--- config.mk ---
export PLATFORM = sky130hd
export DESIGN_NAME = udma_sdio_cmdq_reg_if
export DESIGN_NICKNAME = d
export VERILOG_FILES = /design/src/rtl/udma_sdio_cmdq_reg_if.sv
export SDC_FILE = /design/constraint.sdc
export NUM_CORES = 1
export LEC_CHECK = 0
export ABC_CLOCK_PERIOD_IN_PS = 2500
export BUFFER_PORTS_ARGS = -buffer_cell sky130_fd_sc_hd__buf_2
export CAP_MARGIN = 20
export CORE_MARGIN = 3
export CORE_UTILIZATION = 52
export CTS_CLUSTER_DIAMETER = 50
export CTS_CLUSTER_SIZE = 30
export DETAILED_ROUTE_END_ITERATION = 6
export PLACE_DENSITY = 0.81
export REMOVE_ABC_BUFFERS = 1
export SYNTH_ARGS = -nofsm -noshare
export SYNTH_HDL_FRONTEND = slang
export SYNTH_SLANG_ARGS = --single-unit
--- constraint.sdc ---
create_clock -name clk_i -period 2.5 [get_ports clk_i]
set_input_delay 0.375 -clock clk_i [delete_from_list [all_inputs] [get_ports clk_i]]
set_output_delay 0.375 -clock clk_i [all_outputs]
set_load 0.05 [all_outputs]
--- src/rtl/udma_sdio_cmdq_reg_if.sv ---
// SDIO configuration register block: staged command queue with issue FSM,
// response/status capture, sticky W1C interrupt status and clock-divider handshake.
module udma_sdio_cmdq_reg_if #(
    parameter int CMD_DEPTH = 4,
    parameter int RSP_WORDS = 4
) (
    input  logic                     clk_i,
    input  logic                     rstn_i,
    input  logic [31:0]              cfg_data_i,
    input  logic [4:0]               cfg_addr_i,
    input  logic                     cfg_valid_i,
    input  logic                     cfg_rwn_i,
    output logic [31:0]              cfg_data_o,
    output logic                     cfg_ready_o,
    output logic                     cmd_valid_o,
    input  logic                     cmd_ready_i,
    output logic [5:0]               cmd_op_o,
    output logic [31:0]              cmd_arg_o,
    output logic [2:0]               cmd_rsp_type_o,
    output logic                     data_en_o,
    output logic                     data_rwn_o,
    output logic                     data_quad_o,
    output logic [9:0]               data_block_size_o,
    output logic [7:0]               data_block_num_o,
    input  logic                     txrx_eot_i,
    input  logic                     txrx_err_i,
    input  logic [15:0]              txrx_status_i,
    input  logic [RSP_WORDS*32-1:0]  rsp_data_i,
    output logic [7:0]               clk_div_data_o,
    output logic                     clk_div_valid_o,
    input  logic                     clk_div_ack_i,
    output logic                     irq_o
);
    localparam int PW = $clog2(CMD_DEPTH);
    localparam int CW = PW + 1;

    typedef struct packed {
        logic [5:0]  op;
        logic [31:0] arg;
        logic [2:0]  rsp_type;
        logic        en;
        logic        rwn;
        logic        quad;
        logic [9:0]  block_size;
        logic [7:0]  block_num;
    } cmd_t;

    typedef enum logic [1:0] {IDLE, ISSUE, WAIT} state_t;

    state_t        state_q, state_d;
    cmd_t          stage_q;
    cmd_t          queue_q [CMD_DEPTH];
    cmd_t          head;
    logic [PW-1:0] wr_ptr_q, rd_ptr_q;
    logic [CW-1:0] count_q;
    logic [4:0]    count_rd;
    logic [31:0]   rsp_word_q [RSP_WORDS];
    logic [15:0]   status_q;
    logic          eot_q, err_q, ovf_q;
    logic [2:0]    irq_en_q;
    logic          irq_q;
    logic [7:0]    div_data_q;
    logic          div_valid_q;

    logic wr, full, empty, push_req, push_ok, pop, flush;
    logic sts_wr;

    assign wr       = cfg_valid_i & ~cfg_rwn_i;
    assign full     = (count_q == CW'(CMD_DEPTH));
    assign empty    = (count_q == '0);
    assign push_req = wr && (cfg_addr_i == 5'h03) && cfg_data_i[0];
    // An error during the data phase discards everything still queued behind it.
    assign flush    = (wr && (cfg_addr_i == 5'h03) && cfg_data_i[1]) ||
                      ((state_q == WAIT) && txrx_err_i);
    assign push_ok  = push_req & ~full & ~flush;
    assign pop      = (state_q == ISSUE) & cmd_ready_i & ~flush;
    assign sts_wr   = wr && (cfg_addr_i == 5'h11);
    assign count_rd = 5'(count_q);

    always_ff @(posedge clk_i or negedge rstn_i) begin
        if (!rstn_i) begin
            stage_q  <= '0;
            irq_en_q <= '0;
        end else if (wr) begin
            case (cfg_addr_i)
                5'h00: begin
                    stage_q.op       <= cfg_data_i[13:8];
                    stage_q.rsp_type <= cfg_data_i[2:0];
                end
                5'h01: stage_q.arg <= cfg_data_i;
                5'h02: begin
                    stage_q.en         <= cfg_data_i[0];
                    stage_q.rwn        <= cfg_data_i[1];
                    stage_q.quad       <= cfg_data_i[2];
                    stage_q.block_num  <= cfg_data_i[15:8];
                    stage_q.block_size <= cfg_data_i[25:16];
                end
                5'h12:   irq_en_q <= cfg_data_i[2:0];
                default: ;
            endcase
        end
    end

    // NOTE: queue storage is reset too, so the head never presents X before the first push.
    always_ff @(posedge clk_i or negedge rstn_i) begin
        if (!rstn_i) begin
            for (int i = 0; i < CMD_DEPTH; i++) queue_q[i] <= '0;
            wr_ptr_q <= '0;
            rd_ptr_q <= '0;
            count_q  <= '0;
        end else if (flush) begin
            wr_ptr_q <= '0;
            rd_ptr_q <= '0;
            count_q  <= '0;
        end else begin
            if (push_ok) begin
                queue_q[wr_ptr_q] <= stage_q;
                wr_ptr_q          <= wr_ptr_q + 1'b1;
            end
            if (pop) rd_ptr_q <= rd_ptr_q + 1'b1;
            if (push_ok && !pop)      count_q <= count_q + 1'b1;
            else if (pop && !push_ok) count_q <= count_q - 1'b1;
        end
    end

    always_ff @(posedge clk_i or negedge rstn_i) begin
        if (!rstn_i) state_q <= IDLE;
        else         state_q <= state_d;
    end

    // NOTE: state_d gets its default first so no path through the case infers a latch.
    always_comb begin
        state_d = state_q;
        case (state_q)
            IDLE:    if (!empty && !flush) state_d = ISSUE;
            ISSUE:   if (flush) state_d = IDLE;
                     else if (cmd_ready_i) state_d = WAIT;
            WAIT:    if (txrx_eot_i || txrx_err_i) state_d = IDLE;
            default: state_d = IDLE;
        endcase
    end

    assign cmd_valid_o       = (state_q == ISSUE);
    assign head              = cmd_valid_o ? queue_q[rd_ptr_q] : '0;
    assign cmd_op_o          = head.op;
    assign cmd_arg_o         = head.arg;
    assign cmd_rsp_type_o    = head.rsp_type;
    assign data_en_o         = head.en;
    assign data_rwn_o        = head.rwn;
    assign data_quad_o       = head.quad;
    assign data_block_size_o = head.block_size;
    assign data_block_num_o  = head.block_num;

    // Set events take priority over a W1C clear landing in the same cycle.
    always_ff @(posedge clk_i or negedge rstn_i) begin
        if (!rstn_i) begin
            for (int i = 0; i < RSP_WORDS; i++) rsp_word_q[i] <= '0;
            status_q <= '0;
            eot_q    <= 1'b0;
            err_q    <= 1'b0;
            ovf_q    <= 1'b0;
            irq_q    <= 1'b0;
        end else begin
            if (txrx_eot_i || txrx_err_i) status_q <= txrx_status_i;
            if (txrx_eot_i)
                for (int i = 0; i < RSP_WORDS; i++) rsp_word_q[i] <= rsp_data_i[i*32 +: 32];
            eot_q <= txrx_eot_i | (eot_q & ~(sts_wr & cfg_data_i[0]));
            err_q <= txrx_err_i | (err_q & ~(sts_wr & cfg_data_i[1]));
            ovf_q <= (push_req & full) | (ovf_q & ~(sts_wr & cfg_data_i[2]));
            irq_q <= |({ovf_q, err_q, eot_q} & irq_en_q);
        end
    end

    // Divider writes while a request is outstanding are dropped, data included.
    always_ff @(posedge clk_i or negedge rstn_i) begin
        if (!rstn_i) begin
            div_data_q  <= '0;
            div_valid_q <= 1'b0;
        end else if (wr && (cfg_addr_i == 5'h10) && !div_valid_q) begin
            div_data_q  <= cfg_data_i[7:0];
            div_valid_q <= cfg_data_i[8];
        end else if (clk_div_ack_i) begin
            div_valid_q <= 1'b0;
        end
    end

    assign clk_div_data_o  = div_data_q;
    assign clk_div_valid_o = div_valid_q;
    assign irq_o           = irq_q;
    assign cfg_ready_o     = 1'b1;

    always_comb begin
        cfg_data_o = '0;
        case (cfg_addr_i)
            5'h00: cfg_data_o = {18'b0, stage_q.op, 5'b0, stage_q.rsp_type};
            5'h01: cfg_data_o = stage_q.arg;
            5'h02: cfg_data_o = {6'b0, stage_q.block_size, stage_q.block_num, 5'b0,
                                 stage_q.quad, stage_q.rwn, stage_q.en};
            5'h03: cfg_data_o = {11'b0, count_rd, 14'b0, full, empty};
            5'h10: cfg_data_o = {23'b0, div_valid_q, div_data_q};
            5'h11: cfg_data_o = {status_q, 13'b0, ovf_q, err_q, eot_q};
            5'h12: cfg_data_o = {29'b0, irq_en_q};
            default: begin
                for (int i = 0; i < RSP_WORDS; i++)
                    if (cfg_addr_i == 5'(4 + i)) cfg_data_o = rsp_word_q[i];
            end
        endcase
    end
endmodule

-- Word level (Yosys, flattened, before mapping)
Index checks and enable logic that the tools add are counted.
- bits in registers: 479
- input port bits: 189
- output and inout port bits: 106
- logic and storage cells: 161
- add/subtract/negate cells: 4
- order comparisons: 3
- equality and inequality tests: 16
- multiplexer cells: 26
- bitwise gates (word level): 24
- reductions and logical operators: 32
- operator list (operator ; number):
    bitwise mux 248 bit ; 1
    two-way mux 62 bit ; 4
    case mux 32 bit (7 select lines) ; 1
    two-way mux 32 bit ; 4
    binary-select mux 62 bit (select 2 bit) ; 1
    demux 62 bit (select 2 bit) ; 1
    equality test 5 x 3 -> 1 bit, second input constant ; 4
    two-way mux 2 bit ; 8
    equality test 5 bit, second input constant ; 3
    AND 1 bit ; 12
    logical AND 1 bit ; 11
    equality test 5 x 2 -> 1 bit, second input constant ; 2
    AND reduction 2 bit ; 5
    two-way mux 3 bit ; 3
    >= comparator 3 bit, second input constant ; 2
    NOT 1 bit ; 6
    NOT 2 -> 3 bit ; 2
    case mux 2 bit (3 select lines) ; 1
    nonzero test 2 bit ; 3
    equality test 5 x 1 -> 1 bit, second input constant ; 1
    zero test 1 bit ; 5
    zero test 5 bit ; 1
    adder 2 x 1 -> 2 bit, second input constant ; 2
    adder 3 x 1 -> 3 bit, second input constant ; 1
    other kinds (17) ; 21

-- Logic depth before layout (Yosys ltp)
- depth in word-level cells: 12
- mapped depth: 10
- depth with buffers taken out: 8

-- Worst setup path before layout
OpenSTA, ideal clock, no wires.
- path type: input-to-output
- from: input cfg_addr_i[0]
- to: output cfg_data_o[2]
- arrival time: 2.465 ns
- required time: 2.125 ns
- setup slack: -0.340 ns
- stages: 7
- cells stage by stage: buf_2 or3_1 buf_2 nor3b_4 nand2_1 and3_1 a31oi_1
- longest elaborated chain between the ends: 6
- elaborated cells between the ends (all ways): 16
- those cells by class: eq/ne (10); mux (5); reduce/logical (1)
- RTL lines (what ; line ; text):
    start: declaration ; 10 ; input logic [4:0] cfg_addr_i,
    equality test 5 x 3 -> 1 bit ; 205 ; if (cfg_addr_i == 5'(4 + i)) cfg_data_o = rsp_word_q[i];
    two-way mux 32 bit (4 in series) ; 205 ;
    case mux 32 bit (7 select lines) (*) ; 194 ; case (cfg_addr_i)
    end: declaration ; 13 ; output logic [31:0] cfg_data_o,
Every way passes the cells marked *; elsewhere a longest branch is shown, timed or not.

-- Worst setup path after layout
- from: register rd_ptr_q[0]
- to: output cmd_op_o[2]
- longest elaborated chain between the ends: 5
- RTL lines (what ; line ; text):
    start: declaration ; 54 ; logic [PW-1:0] wr_ptr_q, rd_ptr_q;
    start signal: assignment ; 120 ; if (pop) rd_ptr_q <= rd_ptr_q + 1'b1;
    NOT 2 -> 3 bit (implied by the code) ; 144 ; assign head = cmd_valid_o ? queue_q[rd_ptr_q] : '0;
    binary-select mux 62 bit (select 2 bit) ; 144 ;
    two-way mux 62 bit (implied by the code) (2 in series) ; 144 ;
    two-way mux 62 bit ; 144 ;
    end: declaration ; 17 ; output logic [5:0] cmd_op_o,
Every way passes these cells. The select of a mux whose other input is x is not followed.

==> summary.txt <==
Outcome
  • Status: complete, but fails checks
  • Failing checks: DRC, setup timing

Layout
  • Nets: between 1,500 and 2,000
  • Fillers: between 2,000 and 3,000
  • Share of cells above drive strength 1: approximately 60%
  • Design area: between 20,000 and 30,000 µm²
  • Synthesis-to-layout area growth: 25.80%
  • Post-route core utilization: between 60 and 70%
  • Fin cells: between 2,000 and 2,500

Placed design
  • HPWL after detailed placement: approximately 40 mm
  • Placed inst area: between 20,000 and 25,000 µm²
  • IO Port Bufs: 293
  • Final Wtd Congestion: between 0.8 and 0.9
  • Placed Cells: about 2,300
  • Setup slack after placement: -0.1938 ns

Critical path
  • Critical Path End Type: output pin
  • CP top delay family: buffers and inverters
  • Worst path slowest cell: dfrtp_4
  • Reg-to-reg setup timing slack: between 0.15 and 0.2 ns
  • Startpoint types: flip-flop
  • Worst Path Arrival: 2.27 ns
  • Number of buffers and inverters on the critical path: 4
  • CP cell instances: buf_12 -> buf_12 -> buf_16 -> mux4_2 -> and2_4 -> buf_6
  • Crit-path max FO: 5
  • Max stage delay on crit path: 0.52 ns
  • Worst path required time: between 2 and 2.5 ns
  • WS Path Type: reg -> out
  • Worst path most repeated cell: buf_12

Power and ir drop
  • Max IR drop VDD: a little over 600 µV
  • Sw Share: a little under 30%
  • Clock power share: approximately 35%
  • Combinational fraction of design power: between 20% and 30%
  • Switching Power: approximately 5.8 mW
  • Sequential power share: 44.3%
  • Pwr Density: roughly 720 nW/µm²
  • Pwr Total: ~20 mW
  • Pint: approximately 14 mW
  • Leak: 13.10 nW

Detailed routing
  • Routed WL: just under 60 mm
  • First-pass DRT Iterations: 7
  • DRC: 9
  • Routed via count: approximately 14,000
  • Wire per inst: approximately 25 µm
  • Initial detailed-routing violation count: between 900 and 1,000
  • Vias/cell: 5.975
  • Final ANT Viol Nets: 0

Yosys
  • Synth Area per Inst: about 15 µm²
  • Post-synth EDFFs: 0
  • Synth top area cells: dfrtp_1, mux2_2, mux4_2, and2_1, mux2_1
  • Cell Area, Synth: 21,550 µm²
  • Asr flop ratio synth: 100.0%
  • Seq/Total Area, Yosys: 55.61%
  • Flops & latches, synth: ~480
  • Netlist cell types: 63
  • Main synth FF type: dfrtp_1
  • Synth Instances: approximately 1,400
  • Cell taking the most area after synthesis: dfrtp_1
  • Synth top area share: about 56%
  • Syn. warnings: 0

CTS
  • Clock buffer depth: 3
  • Clock network latency to the later pin of the worst-skew pair: 0.56 ns
  • Clock tree from TritonCTS: yes
  • Worst-path clk slew: about 0.080 ns
  • CTS H-tree depth: 2
  • CTS buffer count: 43
  • Clk sinks: ~480
  • CTS root buf: clkbuf_16

STA
  • Final Hold Vio Count: 0
  • Setup WS post-layout: -0.1403 ns
  • Relative slew slack: approximately three fifths
  • Worst-Margin Slew: just under 0.6 ns
  • Fin crit share: 105.6%
  • Slew Viols, Final: 0
  • Final setup fails: 62
  • Worst Hold Slack: between 0.04 and 0.05 ns
  • Fmax: approximately 380 MHz
  • Setup TNS: -2.857 ns
  • Period minus WS final: 2.640 ns
  • Clock skew: 0.02588 ns
  • RSZ-0062 raised after global routing: yes

Global routing
  • Pin count of the biggest net entering global routing: 85
  • GRT Residual Overflow: 0
  • Initial antenna violation count: 7
  • Gr usage total: a little over a quarter
  • First-pass GRT wire length: about 90 mm
  • Number of global-route vias before repair: between 15,000 and 20,000

Floorplanning
  • Chip Height: 209.6 µm
  • Initial core utilization: between 50 and 60%
  • Die Area: roughly 44,000 µm²
  • Top-level I/O count: slightly below 300
  • Core ar.: roughly 40,000 µm²
  • # rows: 73
  • Die Span X: roughly 210 µm

Worst hold path
  • Worst hold path type: in -> reg

Run
  • Max Cap Violations: 0
-- layout make-up --
| class | instances | area, µm² | area share (%) |
|---|---|---|---|
| Antenna cell | 7 | 17.52 | 0.06460 |
| Clock buffer | 50 | 1185 | 4.370 |
| Clock inverter | 29 | 324.1 | 1.195 |
| Inverter | 15 | 56.30 | 0.2077 |
| Multi-Input combinational cell | 844 | 9314 | 34.35 |
| Sequential cell | 479 | 11990 | 44.23 |
| Tap cell | 525 | 656.9 | 2.423 |
| Timing Repair Buffer | 418 | 3567 | 13.16 |
-- synth_stat cells, types with 8 or more instances --
library cell	number
dfrtp_1	479
and2_1	65
mux2_1	32
nor2_1	17
buf_2	24
inv_1	15
clkbuf_1	39
buf_1	8
a222oi_1	21
a22oi_1	21
mux2_2	430
buf_4	25
a21oi_1	26
nand2_1	54
a221oi_1	10
mux4_2	83
-- path summary, 6_finish.rpt --
path / end / depth (start not counted) / start
worst max-delay path: cmd_op_o[2] / 6 / rd_ptr_q[0]
min in group asynchronous: rsp_word_q[70] / 2 / rstn_i
worst min register to register: queue_q[48] / 1 / queue_q[48]
max in group asynchronous: stage_q[11] / 3 / rstn_i
worst min-delay path: rsp_word_q[83] / 2 / rsp_data_i[51]
worst max register to register: count_q[2] / 8 / count_q[1]
-- routing by layer --
metal / track usage [%] / wire length, µm
met4: 8.938 / 1670
met1: 36.40 / 24280
met5: 0 / 14
met3: 5.067 / 3944
met2: 42.92 / 28740
-- sequential cells by signal, indices dropped and copies added, names as in the netlist --
register,count
ovf_q,1
state_q,2
err_q,1
irq_o,1
status_q,16
count_q,3
irq_en_q,3
rsp_word_q,128
clk_div_data_o,8
queue_q,248
clk_div_valid_o,1
eot_q,1
stage_q,62
wr_ptr_q,2
rd_ptr_q,2
-- layout by cell type (no fill, tap or decap), types with 7 or more instances in the layout --
master	netlist	final
nor2_1	17	14
a21oi_1	26	26
inv_6	0	7
a22oi_1	21	20
buf_4	25	83
inv_1	15	15
a221oi_1	10	8
clkinvlp_4	0	8
buf_8	0	7
a222oi_1	21	21
dfrtp_1	479	477
clkbuf_16	0	47
buf_2	24	210
mux2_1	32	32
diode_2	0	7
and2_4	0	61
nand2_1	54	54
mux2_2	430	430
buf_12	0	41
mux4_2	83	83
buf_6	0	61
-- power by group through the flow --
stage / logic (mW) / clock network, mW / registers [mW]
final: 4.00 / 6.94 / 8.68
after global routing: 4.25 / 7.38 / 8.74
after CTS: 3.84 / 7.07 / 8.65
after detailed placement: 3.24 / 0 / 8.83
after global placement: 3.19 / 0 / 8.78
after floorplan: 1.48 / 0 / 9.04
-- cell families (layout without fill, tap and decap cells) --
family	Yosys count	count (layout)	share of synthesized area, %
muxes	547	547	32.90
DFF	479	479	55.61
and+or+nand+nor	178	178	4.697
buffers and inverters	111	512	2.508
AOI/OAI and AO/OA	109	109	3.773
adders and majority gates	5	5	0.3251
xor gates and xnor gates	4	4	0.1626
other	1	8	0.01740
-- repair_timing --
item / CTS / global route
setup buffers: 6 / 7
hold endpoints to repair: 57 / 0
gates resized for setup: 176 / 74
hold buffers: 2 / 0
setup endpoints to repair: 83 / 86
cloned: 5 / 2
pin swaps: 4 / 10
Note: power is estimated with default switching activity, not from simulation.
